File: src/rtl/serial_adder.sv
// Bit-serial WIDTH-bit adder: one full-adder slice fed LSB-first from shift registers,
// with a carry flip-flop, a bit counter and a start/busy/done handshake.

module fa_ha (
  input  logic i_a,
  input  logic i_b,
  input  logic i_c,
  output logic o_s,
  output logic o_c
);
  assign o_s = i_a ^ i_b ^ i_c;
  assign o_c = (i_a & i_b) | (i_c & (i_a ^ i_b));
endmodule

module serial_adder #(
  parameter int WIDTH = 8
) (
  input  logic             i_clk,
  input  logic             i_rst,
  input  logic             i_start,
  input  logic [WIDTH-1:0] i_a,
  input  logic [WIDTH-1:0] i_b,
  input  logic             i_c,
  output logic             o_busy,
  output logic             o_done,
  output logic [WIDTH-1:0] o_sum,
  output logic             o_carry
);
  localparam int CW = $clog2(WIDTH) + 1;
  localparam logic [CW-1:0] LAST = CW'(WIDTH - 1);

  typedef enum logic [1:0] {
    S_IDLE = 2'b00,
    S_RUN  = 2'b01,
    S_DONE = 2'b10
  } state_t;

  state_t           r_state;
  state_t           w_next;
  logic [WIDTH-1:0] r_sa;
  logic [WIDTH-1:0] r_sb;
  logic [WIDTH-1:0] r_acc;
  logic [WIDTH-1:0] r_sum;
  logic             r_cf;
  logic             r_carry;
  logic [CW-1:0]    r_cnt;
  logic             w_s_bit;
  logic             w_c_bit;
  logic             w_accept;
  logic             w_last;

  fa_ha u_fa (
    .i_a (r_sa[0]),
    .i_b (r_sb[0]),
    .i_c (r_cf),
    .o_s (w_s_bit),
    .o_c (w_c_bit)
  );

  assign w_accept = i_start && ((r_state == S_IDLE) || (r_state == S_DONE));
  assign w_last   = (r_cnt == LAST);

  always_ff @(posedge i_clk or posedge i_rst) begin
    if (i_rst) r_state <= S_IDLE;
    else       r_state <= w_next;
  end

  // The unused encoding falls through to IDLE via the default.
  always_comb begin
    w_next = S_IDLE;
    case (r_state)
      S_IDLE:  w_next = i_start ? S_RUN : S_IDLE;
      S_RUN:   w_next = w_last ? S_DONE : S_RUN;
      S_DONE:  w_next = i_start ? S_RUN : S_IDLE;
      default: w_next = S_IDLE;
    endcase
  end

  always_ff @(posedge i_clk or posedge i_rst) begin
    if (i_rst) begin
      r_sa    <= '0;
      r_sb    <= '0;
      r_acc   <= '0;
      r_cf    <= 1'b0;
      r_cnt   <= '0;
      r_sum   <= '0;
      r_carry <= 1'b0;
    end else if (w_accept) begin
      r_sa  <= i_a;
      r_sb  <= i_b;
      r_cf  <= i_c;
      r_cnt <= '0;
    end else if (r_state == S_RUN) begin
      r_acc <= {w_s_bit, r_acc[WIDTH-1:1]};
      r_cf  <= w_c_bit;
      r_sa  <= r_sa >> 1;
      r_sb  <= r_sb >> 1;
      r_cnt <= r_cnt + CW'(1);
      // Results update only on the final bit so sum/carry hold through the next RUN.
      if (w_last) begin
        r_sum   <= {w_s_bit, r_acc[WIDTH-1:1]};
        r_carry <= w_c_bit;
      end
    end
  end

  assign o_busy  = (r_state == S_RUN);
  assign o_done  = (r_state == S_DONE);
  assign o_sum   = r_sum;
  assign o_carry = r_carry;

endmodule

File: config.mk
export PLATFORM = sky130hd
export DESIGN_NAME = serial_adder
export DESIGN_NICKNAME = d
export VERILOG_FILES = /design/src/rtl/serial_adder.sv
export SDC_FILE = /design/constraint.sdc
export NUM_CORES = 1
export LEC_CHECK = 0
export ABC_CLOCK_PERIOD_IN_PS = 2100
export CORE_MARGIN = 3
export CORE_UTILIZATION = 51
export DETAILED_ROUTE_END_ITERATION = 6
export PLACE_DENSITY = 0.78
export SYNTH_ARGS = -nofsm -noshare
export SYNTH_HDL_FRONTEND = slang
export SYNTH_SLANG_ARGS = --single-unit
File: constraint.sdc
create_clock -name i_clk -period 2.1 [get_ports i_clk]
set_clock_uncertainty 0.15 [all_clocks]
set_input_delay 0.63 -clock i_clk [delete_from_list [all_inputs] [get_ports i_clk]]
set_output_delay 0.63 -clock i_clk [all_outputs]
set_load 0.01 [all_outputs]
== After elaboration in Yosys (flattened, before gate mapping) ==
Cells that the tools add are included.
Widths: inputs -> output; s select.

* Reductions and logical operators: 7
* Equal/unequal tests: 3
* Add/sub/neg operators: 1
* Bitwise gates (word level): 6
* Mux-type cells: 11

{| class="wikitable"
|+ Operators with widths
! cell !! count
|-
| $mux 8 || 4
|-
| $mux 4 || 2
|-
| $add 4x1->4 const B || 1
|-
| $eq 4x3->1 const B || 1
|-
| $pmux 2 s2 || 1
|-
| $mux 1 || 3
|-
| $reduce_and 3->1 || 1
|-
| $and 1x1->1 || 2
|-
| $eq 2x1->1 const B || 1
|-
| $eq 2x2->1 const B || 1
|-
| $logic_not 2->1 || 1
|-
| $mux 2 || 1
|-
| $reduce_and 2->1 || 1
|-
| $reduce_bool 2->1 || 1
|-
| $reduce_or 2->1 || 1
|-
| $xor 1x1->1 || 2
|-
| $logic_and 1x1->1 || 1
|-
| $logic_or 1x1->1 || 1
|-
| $not 1->1 || 1
|-
| $or 1x1->1 || 1
|}

* Input port bits: 20
* Word-level logic and storage cells: 36
* Register bits: 40
* Output and inout bits: 11

== Logic depth before layout (Yosys ltp) ==
Gate-level depths: netlist of run 1.

* Depth after elaboration: 5
* Depth in mapped cells: 6
* Depth with buffers taken out: 4

== By module ==
From an unflattened synthesis of run 1, not the netlist that was laid out.

* Cells, all modules: 153
* Area, all modules: 1685.4 um^2

{| class="wikitable"
|+ Modules (own cells, without submodules)
! module !! area each (um^2) !! times used !! cells each
|-
| serial_adder || 1665.3 || 1 || 152
|-
| fa_ha || 20.0 || 1 || 1
|}

== Worst setup path before layout of run 1 ==
OpenSTA, ideal clock, no wires.

* Kind: input-to-reg
* Start: input port i_start
* End: register r_cnt[2]
* Path slack: 0.470 ns
* Stages on the path: 5
* Required time: 1.871 ns
* Setup time: 0.079 ns
* Arrival: 1.401 ns
* Cells stage by stage: nor2b_1 buf_2 buf_2 mux2_2 mux2i_1

* Word-level cells in the longest chain between the ends: 2
* Elaborated cells on any way between the ends: 3
* Classes of those cells: 1 x mux; 2 x reduce/logical

{| class="wikitable"
|+ Ends and longest elaborated chain
! what !! RTL line !! RTL
|-
| from (decl) || 20 || <nowiki>input logic i_start,</nowiki>
|-
| $logic_and 1x1->1 * || 60 || <nowiki>assign w_accept = i_start && ((r_state == S_IDLE) || (r_state == S_DONE));</nowiki>
|-
| $mux 4 / $reduce_bool 2->1 (equally long branches) || n/a ||
|-
| to (signal assigned) || 98 || <nowiki>r_cnt <= r_cnt + CW'(1);</nowiki>
|-
| to (decl) || 46 || <nowiki>logic [CW-1:0] r_cnt;</nowiki>
|}

Every way passes the cells marked *; elsewhere a longest branch is shown, timed or not.
A chain may end at the register's enable or synchronous reset.

== Worst setup path in the final report of run 1 ==
* Start: register r_state[1]
* End: output port o_busy

* Word-level cells in the longest chain between the ends: 1

{| class="wikitable"
|+ Ends and longest elaborated chain
! what !! RTL line !! RTL
|-
| from (decl) || 38 || <nowiki>state_t r_state;</nowiki>
|-
| from (signal assigned) || 65 || <nowiki>else r_state <= w_next;</nowiki>
|-
| $eq 2x1->1 || 107 || <nowiki>assign o_busy = (r_state == S_RUN);</nowiki>
|-
| to (decl) || 24 || <nowiki>output logic o_busy,</nowiki>
|}

No other way between the ends.

==> results by group, run 1 <==
Global routing
  – Initial antenna violation count: 0
  – Largest net degree at the start of global routing: 40
  – Global-route wire length before repair: approximately 5.0 mm
  – Grt ovf: 0
  – Vias in the first global route: about 1100
  – Gr usage total: between 10% and 20%

Status
  – Status: finished clean

Clock tree
  – Worst skew pair latency: 0.34 ns
  – # hold bufs at CTS: 0
  – CTS Sinks: 39
  – CTS H-tree lvls: 2
  – Clock Path Buffers: 2
  – # Post-CTS Setup Buffers: 0
  – Worst-path clk slew: ~0.1 ns
  – CTS tree: done
  – Root Buffer Master: clkbuf_4
  – Cts bufs inserted: 5

Drt
  – Met2 WL: approximately 1.5 mm
  – Routed Antenna Nets: 0
  – Drt wl/cell: about 14 um
  – Top Metal Used: met4
  – Met1 WL: ~1.2 mm
  – Post-route DRC: 0
  – Routed WL: 2.81 mm
  – Detailed-route vias per instance: around 5.4
  – Detailed Route Iter0 Violations: 23
  – Drt pass-1 iters: 4
  – Met3 routed WL: about 150 um
  – Routed via count: between 1000 and 1500

Final layout
  – Util after Layout: a little over two thirds
  – Fin cells: between 150 and 200
  – Fin area: approximately 0.0020 mm^2
  – Nets: about 180
  – Fraction of layout cells with a size suffix above 1: between 10% and 20%
  – Area grow syn2layout: 23.9%
  – Diodes inserted: 0

Worst hold path
  – Hold WC Path Type: reg -> reg

Placement
  – HPWL after DPL: between 1.5 and 2 mm
  – Port Buffer Count: 30
  – GPL Wtd Cong: 0.666
  – Post-Place Cell Area: between 0.0015 and 0.002 mm^2
  – Placed Cells: 191

Critical path
  – Critical path data required time: about 1.3 ns
  – Setup crit start kind: flip-flop
  – CP Class: reg -> out
  – Critical path arrival: 1.23 ns
  – Crit Path Max Fanout: 2
  – Worst setup EP type: output port

Synthesis
  – FF+latch count, synth: 39
  – Top-count cell post-synth: dfrtp_1
  – Post-synth top area share: a little under 60%
  – Commonest cells in the netlist: dfrtp_1 (39), nand2_1 (12), a22o_1 (10), mux2i_1 (10)
  – Ys flop type: dfrtp_1
  – Distinct cells, synth: 19
  – Ys Warns: 0
  – Async set-reset flop share out of synthesis: 100%
  – Synthesized area: around 0.0016 mm^2
  – Sequential area share after synthesis: 59.5%
  – EDFF count, synth: 0
  – Synth area leaders: dfrtp_1 (59%), mux2_1 (6.2%), mux2_2 (6.2%)
  – Syn Nets: around 150
  – Mapped Avg Cell Area: roughly 13 um^2
  – Gate Count Post-Synth: approximately 120
  – Area leader, netlist: dfrtp_1

Flow run
  – Max Cap Violations: 0

Timing
  – Final Setup Violations: 0
  – Worst-margin pin slew: ~0.74 ns
  – Final Slew Violations: 0
  – Fin Hold WS: 0.336 ns
  – Fin crit period: roughly 2 ns
  – Setup tns final: 0 ns
  – Highest Clock Rate: between 400 and 500 MHz
  – Final hold vios: 0
  – Relative slew slack: between 50 and 60%
  – RSZ-0062 raised after global routing: false
  – Period utilization: 95.6%

Die
  – Die Ht: roughly 63 um
  – Die W: about 63 um
  – Die area: roughly 0.004 mm^2
  – Rows: 19
  – # IOs: 31
  – Core ar.: 0.00290 mm^2
  – Starting Density: 56.6%

Power and ir drop
  – Maximum VDD drop: between 0.0008 and 0.0009 V
  – PD cells: around 1400 mW/mm^2
  – P_leak: approximately 1 nW
-- power breakdown --
| group | total, mW | internal, mW | switching [mW] |
|---|---|---|---|
| clock network | 0.335 | 0.119 | 0.216 |
| logic | 1.21 | 0.695 | 0.510 |
| registers | 1.31 | 1.10 | 0.206 |
| total | 2.85 | 1.91 | 0.932 |
-- worst max-delay path, cell delays in order, from the launching register on --
cell and delay [ns]:
dfrtp_1 0.38, and2b_4 0.25, dlygate4sd2_1 0.26
-- state kept, by name (all words and copies together), names as in the netlist --
name and count:
r_acc 7, r_sa 8, o_sum 8, r_sb 8
o_carry 1, r_state 2, r_cnt 4, r_cf 1
-- placed cells by master, fill, tap and decap left out, drive strengths merged --
master         Yosys  routed
a21o               7       7
a22o              10      10
and2b              1       1
buf                8       4
clkbuf             0       6
clkdlybuf4s50      0      28
dfrtp             39      39
dlygate4sd2        0       2
fa                 1       1
ha                 1       1
inv                1       1
mux2              18      18
mux2i             10      10
nand2             12      12
nand2b             1       1
nand4              1       1
nor2               1       1
nor2b              2       2
nor3b              1       1
o21ai              9       9
-- routing by layer --
metal / vias to the layer above / global-route usage [%]
met5: - / 0
met4: 0 / 6.61
met3: 7 / 6.12
met1: 524 / 18.1
met2: 24 / 28.8
li1: 500 / -
-- layout make-up --
cell class / count / area [um^2]
inverter: 1 / 3.75
tap: 42 / 52.6
multi-input combinational: 75 / 617
fill: 228 / 866
timing repair buffer: 34 / 344
sequential: 39 / 976
clock buffer: 6 / 41.3
-- final timing paths --
kind,from,to,slack (ns),cells past startpoint
worst max-delay path,r_state[1],o_busy,0.09,2
worst min-delay path,r_sb[5],r_sb[5],0.34,1
worst max register to register,r_state[1],o_sum[7],0.19,5
worst min register to register,r_sb[5],r_sb[5],0.34,1
max in group asynchronous,i_rst,r_sa[2],1.13,3
min in group asynchronous,i_rst,r_state[1],0.47,3
-- cells by family (layout without fill, tap and decap cells) --
logic type      count (synthesis)  after routing  share of synthesized area, %
mux                            28             28                          18.4
simple gates                   19             19                          5.87
compound gates                 26             26                          11.3
fa+ha+maj                       2              2                          1.98
buf+inv                         9             41                          2.97
flops                          39             39                          59.5
-- stage by stage --
step	power (mW)	setup WS [ns]
6_report	2.85	0.0925
5_1_grt	3.07	0.0316
4_1_cts	2.88	0.0573
3_5_place_dp	2.55	-0.167
3_3_place_gp	2.48	-0.120
2_1_floorplan	2.14	0.431
-- what timing repair did --
action / in CTS / in global routing
cloned: 0 / 0
pin swaps: 0 / 0
gates resized for setup: 2 / 1
endpoints found under the setup margin: 2 / 6
(Power assumes the default switching activity.)
==> run 2: changes to the inputs <==
--- a/config.mk
+++ b/config.mk
@@ -9,7 +9,9 @@
 export CORE_MARGIN = 3
 export CORE_UTILIZATION = 51
 export DETAILED_ROUTE_END_ITERATION = 6
+export GPL_TIMING_DRIVEN = 1
 export PLACE_DENSITY = 0.78
+export SKIP_CTS_REPAIR_TIMING = 1
 export SYNTH_ARGS = -nofsm -noshare
 export SYNTH_HDL_FRONTEND = slang
 export SYNTH_SLANG_ARGS = --single-unit
==> results by group, run 2 (same netlist as run 1, synthesis figures left out) <==
Die
  – Die Ht: ~63 um
  – # IOs: 31
  – Die area: roughly 0.004 mm^2
  – Rows: 19
  – Starting Density: between 50% and 60%
  – Die W: around 63 um
  – Core ar.: slightly below 0.003 mm^2

Global routing
  – Gr usage total: 16.5%
  – Busiest grt layer: met2
  – Largest net degree at the start of global routing: 40
  – Met2 usage: 28.8%
  – Vias in the first global route: 1122
  – GR Layer Usage met1: 18.1%
  – Initial antenna violation count: 0
  – GR Util met3: under 10%
  – Grt ovf: 0
  – Global-route wire length before repair: 5.03 mm

Timing
  – RSZ-0062 raised after global routing: false
  – Fin crit period: roughly 2 ns
  – Worst-margin pin slew: between 0.7 and 0.8 ns
  – Setup tns final: 0 ns
  – Highest Clock Rate: roughly 500 MHz
  – Relative slew slack: approximately half
  – Final Setup Violations: 0
  – Period utilization: between 90% and 100%
  – Final Slew Violations: 0
  – Final hold vios: 0

Drt
  – Drt pass-1 iters: 4
  – Detailed-route vias per instance: between 5 and 6
  – Routed WL: between 2 and 3 mm
  – Drt wl/cell: roughly 14 um
  – Routed Antenna Nets: 0
  – Detailed Route Iter0 Violations: 28
  – Routed via count: between 1000 and 1500
  – Post-route DRC: 0

Critical path
  – R2R depth: 5
  – Setup crit start kind: flip-flop
  – Crit Path Max Fanout: 2
  – CP max-delay cell: clkdlybuf4s50_1
  – Critical path depth: 1
  – Bufs and invs on worst path: 1
  – Critical path data required time: about 1.3 ns
  – Slowest stage delay, CP: about 0.53 ns
  – Crit path max-delay family: buffers and inverters
  – CP Class: reg -> out
  – Worst setup EP type: output port
  – Critical path arrival: 1.23 ns
  – CP Cell Sequence: clkdlybuf4s50_1

Clock tree
  – CTS tree: done
  – CTS H-tree lvls: 2
  – CTS Sinks: 39
  – Root Buffer Master: clkbuf_4
  – Clock Path Buffers: 2
  – Worst skew pair latency: 0.34 ns
  – Cts bufs inserted: 5
  – Worst-path clk slew: roughly 0.1 ns

Placement
  – Port Buffer Count: 30
  – GPL Wtd Cong: approximately 0.67
  – HPWL after DPL: between 1.5 and 2 mm

Worst hold path
  – Hold WC Path Type: reg -> reg
  – WHS Path Cells: 1

Final layout
  – Most common cell after layout, fill and taps aside: dfrtp_1
  – Util after Layout: 70.4%
  – Area grow syn2layout: 24.4%
  – Diodes inserted: 0
  – Fraction of layout cells with a size suffix above 1: approximately 13%
  – Nets: ~180
  – Commonest cells after routing, fill and taps aside: dfrtp_1 (39), clkdlybuf4s50_1 (28), nand2_1 (12)
  – Fillers: approximately 230

Flow run
  – Max Cap Violations: 0

Power and ir drop
  – Maximum VDD drop: roughly 0.00083 V
  – P_leak: between 0.9 and 1 nW
  – PD cells: 1400 mW/mm^2
  – Total power: between 2 and 3 mW

Status
  – Status: finished clean
[run 2: cell count changes in the layout (fill, tap and decap cells not counted), sizes merged]
| cell | previous run | this run |
|---|---|---|
| dlymetal6s2s | 0 | 2 |
| dlygate4sd2 | 2 | 0 |
[run 2: worst paths after layout]
| path | start | endpoint | slack [ns] |
|---|---|---|---|
| worst min-delay path | r_sb[5] | r_sb[5] | 0.34 |
| worst max register to register | r_state[1] | o_sum[7] | 0.19 |
| max in group asynchronous | i_rst | r_sa[1] | 1.14 |
| worst min register to register | r_sb[5] | r_sb[5] | 0.34 |
| min in group asynchronous | i_rst | r_state[1] | 0.47 |
| worst max-delay path | o_sum[4] | o_sum[4] | 0.09 |
[run 2: layer usage]
metal,vias up,part of all wire [%]
met5,-,0
met4,0,1.9
met3,7,5.5
met2,24,52
met1,517,41
li1,498,-
[run 2: report_power, final]
part	switching (mW)	internal, mW	leakage, nW	total, mW
clock	0.217	0.119	0.0242	0.336
combinational	0.512	0.700	0.483	1.21
sequential	0.206	1.10	0.485	1.31
[run 2: cell type report]
cell class              count  area (um^2)  share of cell area (%)
well taps                  42         52.6                    2.57
repair buffers             34          352                    17.2
flip-flops and latches     39          976                    47.8
multi-input cells          75          617                    30.2
clock buffers               6         41.3                    2.02
inverters                   1         3.75                   0.184
[run 2: per-stage QoR]
| step | cell area, um^2 | hold WS, ns | instances | setup WS (ns) |
|---|---|---|---|---|
| after floorplan | 1640 | 0.299 | 123 | 0.431 |
| after global placement | 1990 | 0.312 | 191 | -0.120 |
| after detailed placement | 1990 | 0.316 | 191 | -0.167 |
| after CTS | 2030 | 0.339 | 197 | -0.200 |
| after global routing | 2040 | 0.362 | 197 | 0.0316 |
| final | 2040 | 0.337 | 197 | 0.0916 |
